==> config.mk <==
export PLATFORM = sky130hd
export DESIGN_NAME = dbg_run_ctrl
export DESIGN_NICKNAME = d
export VERILOG_FILES = /design/src/rtl/dbg_run_ctrl.sv
export SDC_FILE = /design/constraint.sdc
export NUM_CORES = 1
export LEC_CHECK = 0
export ABC_AREA = 1
export CAP_MARGIN = 10
export CORE_MARGIN = 4
export CORE_UTILIZATION = 40
export CTS_CLUSTER_SIZE = 14
export DETAILED_ROUTE_END_ITERATION = 10
export HOLD_SLACK_MARGIN = 0.05
export PLACE_DENSITY = 0.72
export SYNTH_ARGS = -nofsm -noshare
export SYNTH_HDL_FRONTEND = slang
export SYNTH_SLANG_ARGS = --single-unit
==> constraint.sdc <==
create_clock -name clk -period 2.1 [get_ports clk]
set_input_delay 0.315 -clock clk [delete_from_list [all_inputs] [get_ports clk]]
set_output_delay 0.315 -clock clk [all_outputs]
set_load 0.01 [all_outputs]
==> src/rtl/dbg_run_ctrl.sv <==
// dbg_run_ctrl: debug run-control sequencer. Accepts commands from the JTAG
// data registers through a strobe synchronizer and gates the CPU clock enable
// for halt, free-run, N-step, hardware breakpoint and a timed CPU reset pulse.
// Optional feature macro: DBG_CYCLE_COUNTER_EN (enabled-cycle counter on cycle_cnt).
//
// state  | meaning
// -------+---------------------------------------------------------------
// HALT   | CPU clock gated off, waiting for a command
// RUN    | CPU free-running until a breakpoint match or command
// STEP   | CPU enabled for step_left more cycles, then HALT
// BREAK  | stopped on a breakpoint match; bp_hit is set

module dbg_run_ctrl #(
  parameter int PC_WIDTH       = 32,
  parameter int STEP_WIDTH     = 16,
  parameter int CPU_RST_CYCLES = 4
) (
  input  logic                  clk,
  input  logic                  rst,
  input  logic                  cmd_strobe,
  input  logic [3:0]            cmd,
  input  logic [PC_WIDTH-1:0]   cmd_arg,
  input  logic [PC_WIDTH-1:0]   pc,
  output logic                  cpu_clk_en,
  output logic                  cpu_rst,
  output logic                  halted,
  output logic [1:0]            state,
  output logic                  bp_hit,
  output logic [STEP_WIDTH-1:0] step_left,
  output logic [31:0]           cycle_cnt
);

  localparam int RW = $clog2(CPU_RST_CYCLES + 1);
  localparam logic [RW-1:0] RST_LOAD = RW'(CPU_RST_CYCLES);

  localparam logic [3:0] CMD_HALT      = 4'd1;
  localparam logic [3:0] CMD_RUN       = 4'd2;
  localparam logic [3:0] CMD_STEP      = 4'd3;
  localparam logic [3:0] CMD_SET_BP    = 4'd4;
  localparam logic [3:0] CMD_CLR_BP    = 4'd5;
  localparam logic [3:0] CMD_RESET_CPU = 4'd6;

  typedef enum logic [1:0] {
    ST_HALT  = 2'b00,
    ST_RUN   = 2'b01,
    ST_STEP  = 2'b10,
    ST_BREAK = 2'b11
  } state_t;

  state_t                state_q, state_d;
  logic [STEP_WIDTH-1:0] step_q, step_d;
  logic                  bp_en_q, bp_en_d;
  logic [PC_WIDTH-1:0]   bp_addr_q, bp_addr_d;
  logic                  bp_skip_q, bp_skip_d;
  logic                  bp_hit_q, bp_hit_d;
  logic [RW-1:0]         rcnt_q, rcnt_d;
  logic                  sync1_q, sync2_q, sync3_q;

  logic                  cmd_exec;
  logic                  bp_match;
  logic                  run_like;
  logic [STEP_WIDTH-1:0] step_arg;

  // Two-flop synchronizer plus a history flop for rising-edge detection.
  always_ff @(posedge clk) begin
    if (rst) begin
      sync1_q <= 1'b0;
      sync2_q <= 1'b0;
      sync3_q <= 1'b0;
    end else begin
      sync1_q <= cmd_strobe;
      sync2_q <= sync1_q;
      sync3_q <= sync2_q;
    end
  end

  assign cmd_exec   = sync2_q & ~sync3_q;
  assign run_like   = (state_q == ST_RUN) || (state_q == ST_STEP);
  assign bp_match   = bp_en_q && (pc == bp_addr_q) && !bp_skip_q;
  assign cpu_rst    = (rcnt_q != '0);
  assign cpu_clk_en = run_like && !bp_match && !cpu_rst;
  assign step_arg   = (cmd_arg[STEP_WIDTH-1:0] == '0) ? STEP_WIDTH'(1)
                                                     : cmd_arg[STEP_WIDTH-1:0];

  // Run-control state and breakpoint registers.
  always_ff @(posedge clk) begin
    if (rst) begin
      state_q   <= ST_HALT;
      step_q    <= '0;
      bp_en_q   <= 1'b0;
      bp_addr_q <= '0;
      bp_skip_q <= 1'b0;
      bp_hit_q  <= 1'b0;
      rcnt_q    <= '0;
    end else begin
      state_q   <= state_d;
      step_q    <= step_d;
      bp_en_q   <= bp_en_d;
      bp_addr_q <= bp_addr_d;
      bp_skip_q <= bp_skip_d;
      bp_hit_q  <= bp_hit_d;
      rcnt_q    <= rcnt_d;
    end
  end

  // Next state: automatic transitions first, an accepted command overrides them.
  always_comb begin
    state_d   = state_q;
    step_d    = step_q;
    bp_en_d   = bp_en_q;
    bp_addr_d = bp_addr_q;
    bp_skip_d = bp_skip_q;
    bp_hit_d  = bp_hit_q;
    rcnt_d    = cpu_rst ? rcnt_q - RW'(1) : rcnt_q;

    // The skip only covers the instruction sitting on the breakpoint address.
    if (bp_skip_q && ((pc != bp_addr_q) || !run_like)) begin
      bp_skip_d = 1'b0;
    end

    case (state_q)
      ST_RUN: begin
        if (bp_match) begin
          state_d  = ST_BREAK;
          bp_hit_d = 1'b1;
        end
      end
      ST_STEP: begin
        if (bp_match) begin
          state_d  = ST_BREAK;
          bp_hit_d = 1'b1;
        end else if (cpu_clk_en) begin
          step_d = step_q - STEP_WIDTH'(1);
          if (step_q <= STEP_WIDTH'(1)) begin
            state_d = ST_HALT;
          end
        end
      end
      default: ;
    endcase

    if (cmd_exec) begin
      case (cmd)
        CMD_HALT: state_d = ST_HALT;
        CMD_RUN: begin
          if (state_q != ST_RUN) begin
            state_d = ST_RUN;
            if (state_q == ST_BREAK) bp_skip_d = 1'b1;
          end
        end
        CMD_STEP: begin
          state_d = ST_STEP;
          step_d  = step_arg;
          if (state_q == ST_BREAK) bp_skip_d = 1'b1;
        end
        CMD_SET_BP: begin
          bp_addr_d = cmd_arg;
          bp_en_d   = 1'b1;
        end
        CMD_CLR_BP: begin
          bp_en_d  = 1'b0;
          bp_hit_d = 1'b0;
        end
        CMD_RESET_CPU: begin
          rcnt_d  = RST_LOAD;
          state_d = ST_HALT;
        end
        default: ;
      endcase
    end
  end

  assign state     = state_q;
  assign halted    = (state_q == ST_HALT) || (state_q == ST_BREAK);
  assign bp_hit    = bp_hit_q;
  assign step_left = step_q;

`ifdef DBG_CYCLE_COUNTER_EN
  logic [31:0] cyc_q, cyc_d;

  // Enabled-cycle counter; a CPU reset restarts the count.
  always_ff @(posedge clk) begin
    if (rst) cyc_q <= '0;
    else     cyc_q <= cyc_d;
  end

  // Clear on RESET_CPU wins over counting; wraps naturally at 32 bits.
  always_comb begin
    cyc_d = cyc_q;
    if (cmd_exec && (cmd == CMD_RESET_CPU)) cyc_d = '0;
    else if (cpu_clk_en)                    cyc_d = cyc_q + 32'd1;
  end

  assign cycle_cnt = cyc_q;
`else
  assign cycle_cnt = '0;
`endif

endmodule

==> flow_summary.ini, run 1 <==
[status]
status = complete, no violations

[min_path]
hp-class = flop to flop
min_from = sync1_q$_SDFF_PP0_

[timing]
rsz0062_at_grt = false
clock_skew_ns = 0.0105
maxSlewHeadroom_pct = 55.4
min_period_ns = 2.01
setup_viol = 0
slew_viol_final = 0
clock.fmax_mhz = 497
fin_crit_sh_pct = 95.9
worst_slew_pin_slew_ns = 0.669
final-hold-violation-count = 0
whs_ns = 0.407
fin_ws_ns = 0.0869

[worst_setup_path]
critPathLaunchType = input port
crit_start = pc[20]
critPathMaxFanout = 2
path_class = input port to output port
r2r_slack_ns = 0.22
worstPathArrival_ns = 1.70
r2r_start = bp_addr_q[31]$_SDFFE_PP0P_
crit_required_ns = 1.78
crit_path_end_kind = output port

[job]
maxCapViolCount = 0

[drt]
drc = 0
drtIter0Drc = 174
dr_total_vias = 3755
via_per_inst = 4.74
post_drt_wl_per_cell_um = 13.2
firstDrtPassIters = 5
routed_wl_mm = 10.5
ant_nets = 0

[yosys]
ys_warn_count = 0
seq_area_frac_synth_pct = 31.8
ys_ff_latch = 59
yosysTopAreaCell = dfxtp_1
synth_top_area_share_pct = 31.8
syn-instance-count = 573
syn_area_um2 = 3720
synth_area_leaders = dfxtp_1, nand2_1, nor2_1
synth.distinct_cells = 38
syn_avg_cell_area_um2 = 6.49

[floorplanning]
die_x_um = 104
die_y_um = 104
start_util_pct = 41.8
io_pins = 125
core_area_um2 = 8890
num_rows = 34
die_area_um2 = 10900

[global_routing]
first_global_vias = 3624
antenna_found_initial = 0
overflow = 0
grt_pass1_wl_mm = 17.2
track_usage_pct = 19.2
grt_max_degree = 33

[power_and_ir_drop]
p_leak_nw = 2.36
power_density_nw_per_um2 = 587
ir_drop_v = 0.000307
power_mw = 2.92

[final_layout]
fin_cells = 793
drive_gt1_share_pct = 9.64
area_delta_synth_final_pct = 33.6
fin_nets = 759
antenna-diode-count = 0
fillers = 860

[clock_tree]
clk_latency_ns = 0.34
cts.sinks = 59
clock_path_buffers = 2
cts-buffers-inserted = 9
cts_hold_buffers = 0
clk_pin_slew_ns = 0.07
clockRootBuffer = clkbuf_8
cts_tree = done
h-tree-depth = 3

[place]
io_buffers = 92
gp_congestion = 0.871
dpl.cell_count = 777
hpwl_mm = 8.24
dp_slack_ns = -0.312
[per-stage QoR]
step	util (%)	TNS, ns	area (um^2)
after global routing	55.9	0	4970
after floorplan	-	0	3840
after detailed placement	53.4	-2.73	4750
final	55.9	0	4970
after global placement	53.4	-2.39	4750
after CTS	55.6	0	4950
[cells in the mapped netlist]
cell,number
clkbuf_2,1
buf_1,2
a31oi_1,2
buf_4,32
xor2_1,6
nor3_1,5
nor4_1,5
clkbuf_1,8
inv_1,60
conb_1,1
buf_2,3
nor2_4,1
o211ai_1,2
nor2_1,99
nor3_4,1
o221ai_1,1
o21ai_0,40
nand3_1,20
nand2_2,4
dfxtp_1,59
nor4_2,1
o22ai_1,1
nand4_1,3
nand2_4,1
xnor2_1,25
nand3b_1,1
a2111oi_0,2
inv_2,9
o21ai_1,4
o2111ai_1,1
nor2_2,5
nand3_4,1
a21oi_1,22
ha_1,7
nand2_1,133
clkinv_1,1
buf_6,1
a21oi_2,3
[cells in the final DEF, fill, tap and decap left out, drive strengths merged]
| cell | Yosys | routed |
|---|---|---|
| o21ai | 44 | 44 |
| xnor2 | 25 | 25 |
| inv | 69 | 69 |
| clkdlybuf4s50 | 0 | 83 |
| nand4 | 3 | 3 |
| o2111ai | 1 | 1 |
| nor2 | 105 | 105 |
| o211ai | 2 | 2 |
| nor3 | 6 | 6 |
| o22ai | 1 | 1 |
| nand2 | 138 | 138 |
| clkinv | 1 | 3 |
| nand3 | 21 | 21 |
| dfxtp | 59 | 59 |
| nand3b | 1 | 1 |
| a2111oi | 2 | 2 |
| clkinvlp | 0 | 2 |
| a31oi | 2 | 2 |
| clkbuf | 9 | 10 |
| o221ai | 1 | 1 |
| conb | 1 | 32 |
| dlymetal6s2s | 0 | 8 |
| ha | 7 | 7 |
| buf | 38 | 22 |
| nor4 | 6 | 6 |
| bufinv | 0 | 1 |
| a21oi | 25 | 25 |
| xor2 | 6 | 6 |
[cells by family (layout without fill, tap and decap cells)]
kind of cell	after synthesis	count (layout)	synth area share [%]
AOI/OAI and AO/OA	78	78	11.4
DFF	59	59	31.8
adders and majority gates	7	7	2.35
other	1	32	0.101
buffers and inverters	117	198	15.4
xor gates and xnor gates	31	31	7.30
and+or+nand+nor	280	280	31.7
[final timing paths]
path                        endpoint  depth (start not counted)
max reg2reg  step_left[8]$_SDFF_PP0_                         14
max                       cpu_clk_en                         10
min               sync2_q$_SDFF_PP0_                          2
min reg2reg       sync2_q$_SDFF_PP0_                          2
[power by group]
part	leakage, nW	switching (mW)	total, mW	internal (mW)
logic	1.80	0.382	0.737	0.355
clock network	0.0881	0.460	0.998	0.537
registers	0.477	0.0245	1.18	1.16
total	2.36	0.867	2.92	2.05
[critical path, stage by stage]
cell and delay [ns]:
clkdlybuf4s50_1 0.48, xnor2_1 0.11, nand2_1 0.08, nor2_2 0.14, nand2_2 0.07, nor2_4 0.14, nand3_4 0.10, nand2_4 0.09
inv_2 0.04, buf_2 0.13
[layer usage]
metal  vias up  wire length (um)  track usage (%)
li1       1938                 -                -
met1      1665              4390             23.6
met2       144              5180             33.1
met3         8               841             5.77
met4         0                57             4.27
met5         -                 0                0
[layout make-up]
type | instances | area (um^2) | area share, %
Clock buffer | 10 | 128 | 2.57
Clock inverter | 5 | 55.1 | 1.11
Inverter | 70 | 263 | 5.29
Multi-Input combinational cell | 428 | 2100 | 42.2
Sequential cell | 59 | 1180 | 23.8
Tap cell | 108 | 135 | 2.72
Timing Repair Buffer | 113 | 1110 | 22.3
[sequential cells by signal, summed over array words and instances, names as in the netlist]
signal,count
bp_addr_q,32
step_left,16
rcnt_q,3
state,2
bp_en_q,1
bp_hit,1
bp_skip_q,1
sync1_q,1
sync2_q,1
sync3_q,1
[timing repair]
item,in CTS,in global routing
pin swaps,5,15
endpoints found under the setup margin,1,5
gates resized for setup,6,14
setup buffers,1,0
Note: power is estimated with default switching activity, not from simulation.
==> run 2: changes to the inputs <==
Settings changed: CORE_UTILIZATION 40 to 46, PLACE_DENSITY 0.72 to 0.81.
Clock period 2.1 ns to 1.9 ns, I/O delays scaled along.
==> flow_summary.ini, run 2 (synthesis gave the netlist of run 1 again) <==
[clock_tree]
h-tree-depth = 3
cts_hold_buffers = 0
cts-buffers-inserted = 9
clock_path_buffers = 2
clk_latency_ns = 0.34
clk_pin_slew_ns = 0.07
clockRootBuffer = clkbuf_8
cts_tree = done
cts.sinks = 59

[worst_setup_path]
critPathMaxFanout = 2
critPathLaunchType = input port
path_cells = clkdlybuf4s50_1 > nand2_1 > nand2_1 > nand2_1 > nor2_1 > nand2_1 > nor2_4 > nand3_4 > nand2_4 > inv_2 > buf_6
max_stage_delay_ns = 0.49
cp_slowest_cell = clkdlybuf4s50_1
crit_buf_inv = 3
crit_family = simple AND/OR/NAND/NOR gates
path_class = input port to output port
cpMostUsedCell = nand2_1
crit_required_ns = 1.62
worstPathArrival_ns = 1.64
crit_path_end_kind = output port

[place]
dpl.cell_count = 779
hpwl_mm = 8.01
dp_slack_ns = -0.425
gp_congestion = 0.896
io_buffers = 92

[drt]
drtIter0Drc = 222
dr_total_vias = 3859
ant_nets = 0
drc = 0
post_drt_wl_per_cell_um = 13.1
via_per_inst = 4.85
routed_wl_mm = 10.4
firstDrtPassIters = 4

[floorplanning]
io_pins = 125
core_area_um2 = 7810
die_area_um2 = 9590
num_rows = 32
die_x_um = 97.9
die_y_um = 97.9
start_util_pct = 47.6

[final_layout]
final-seq-area_um2 = 1190
drive_gt1_share_pct = 13.5
area_delta_synth_final_pct = 38.4
final_common_cell = nand2_1
fin_nets = 767
largest_register_ffs = 32
fin_cells = 796
antenna-diode-count = 0
fillers = 687
finish.utilization_pct = 65.9
regMostFlops = bp_addr_q
multiInputGateArea_um2 = 2180
final_cell_mix = nand2_1, nor2_1, clkdlybuf4s50_1

[timing]
whs_ns = 0.407
fin_ws_ns = -0.0277
min_period_ns = 1.93
slew_viol_final = 0
clock.fmax_mhz = 519
setup_viol = 1
fin_crit_sh_pct = 101
clock_skew_ns = 0.00635
final-hold-violation-count = 0
rsz0062_at_grt = true

[status]
violations = negative setup slack
status = finished, violations left

[global_routing]
first_global_vias = 3719
grt_max_degree = 38
antenna_found_initial = 0
overflow = 0
track_usage_pct = 21.3
grt_pass1_wl_mm = 16.8

[power_and_ir_drop]
p_leak_nw = 2.55
power_mw = 3.33
ir_drop_v = 0.000437
power_density_nw_per_um2 = 648

[min_path]
hp-class = flop to flop

[job]
maxCapViolCount = 0
==> run 2: changes by cell type in the layout (fill, tap and decap cells not counted), moves of 5 or more <==
cell,previous run,this run
clkdlybuf4s50_1,83,68
buf_4,19,28
dlymetal6s2s_1,8,17
xnor2_1,25,18
xnor2_2,0,7
dlygate4sd2_1,0,6
dfxtp_1,59,54
dfxtp_2,0,5
==> run 2: final cells by class <==
cell class	instances	area share [%]
Timing Repair Buffer	121	23.1
Clock inverter	6	1.24
Tap cell	102	2.48
Sequential cell	59	23.1
Inverter	70	5.10
Multi-Input combinational cell	428	42.4
Clock buffer	10	2.67
==> run 2: worst register-to-register path, stage by stage, from the launching register on <==
cell     delay (ns)
dfxtp_1        0.33
xnor2_1        0.18
nand2_1        0.09
nor2_1         0.12
nand2_1        0.11
nor2_4         0.13
nand3_4        0.11
nand2_4        0.08
inv_2          0.04
buf_4          0.15
nand2_2        0.06
nand2_1        0.05
nand2_1        0.08
nand2_1        0.07
a21oi_2        0.13
==> run 2: routing by layer <==
metal  GRT usage [%]  wire length [um]
met5               0                 0
met4            5.11               140
met3            5.93               876
met2            38.2              5160
met1            25.2              4240
==> run 2: per-stage QoR <==
step | setup TNS (ns) | instance area, um^2
after floorplan | 0 | 3840
after global placement | -4.82 | 4800
after detailed placement | -5.44 | 4800
after CTS | -0.0793 | 5020
after global routing | -0.131 | 5150
final | -0.0277 | 5150
==> run 2: where the power goes <==
group | total [mW] | leakage (nW) | switching, mW | internal, mW
Clock | 1.17 | 0.0987 | 0.532 | 0.641
Sequential | 1.31 | 0.480 | 0.0252 | 1.28
Combinational | 0.854 | 1.97 | 0.446 | 0.408
Total | 3.33 | 2.55 | 1.00 | 2.33
==> run 2: what timing repair did <==
item	CTS	global route
gates resized for setup	14	39
endpoints found under the setup margin	5	18
buffers inserted	2	0
pin swaps	9	31
==> run 2: worst paths after layout <==
path,depth (start not counted),slack (ns),endpoint,start
worst max-delay path,11,-0.03,cpu_clk_en,pc[12]
worst min-delay path,2,0.41,sync2_q$_SDFF_PP0_,sync1_q$_SDFF_PP0_
worst max register to register,14,0.11,state[1]$_SDFF_PP0_,bp_addr_q[30]$_SDFFE_PP0P_
worst min register to register,2,0.41,sync2_q$_SDFF_PP0_,sync1_q$_SDFF_PP0_
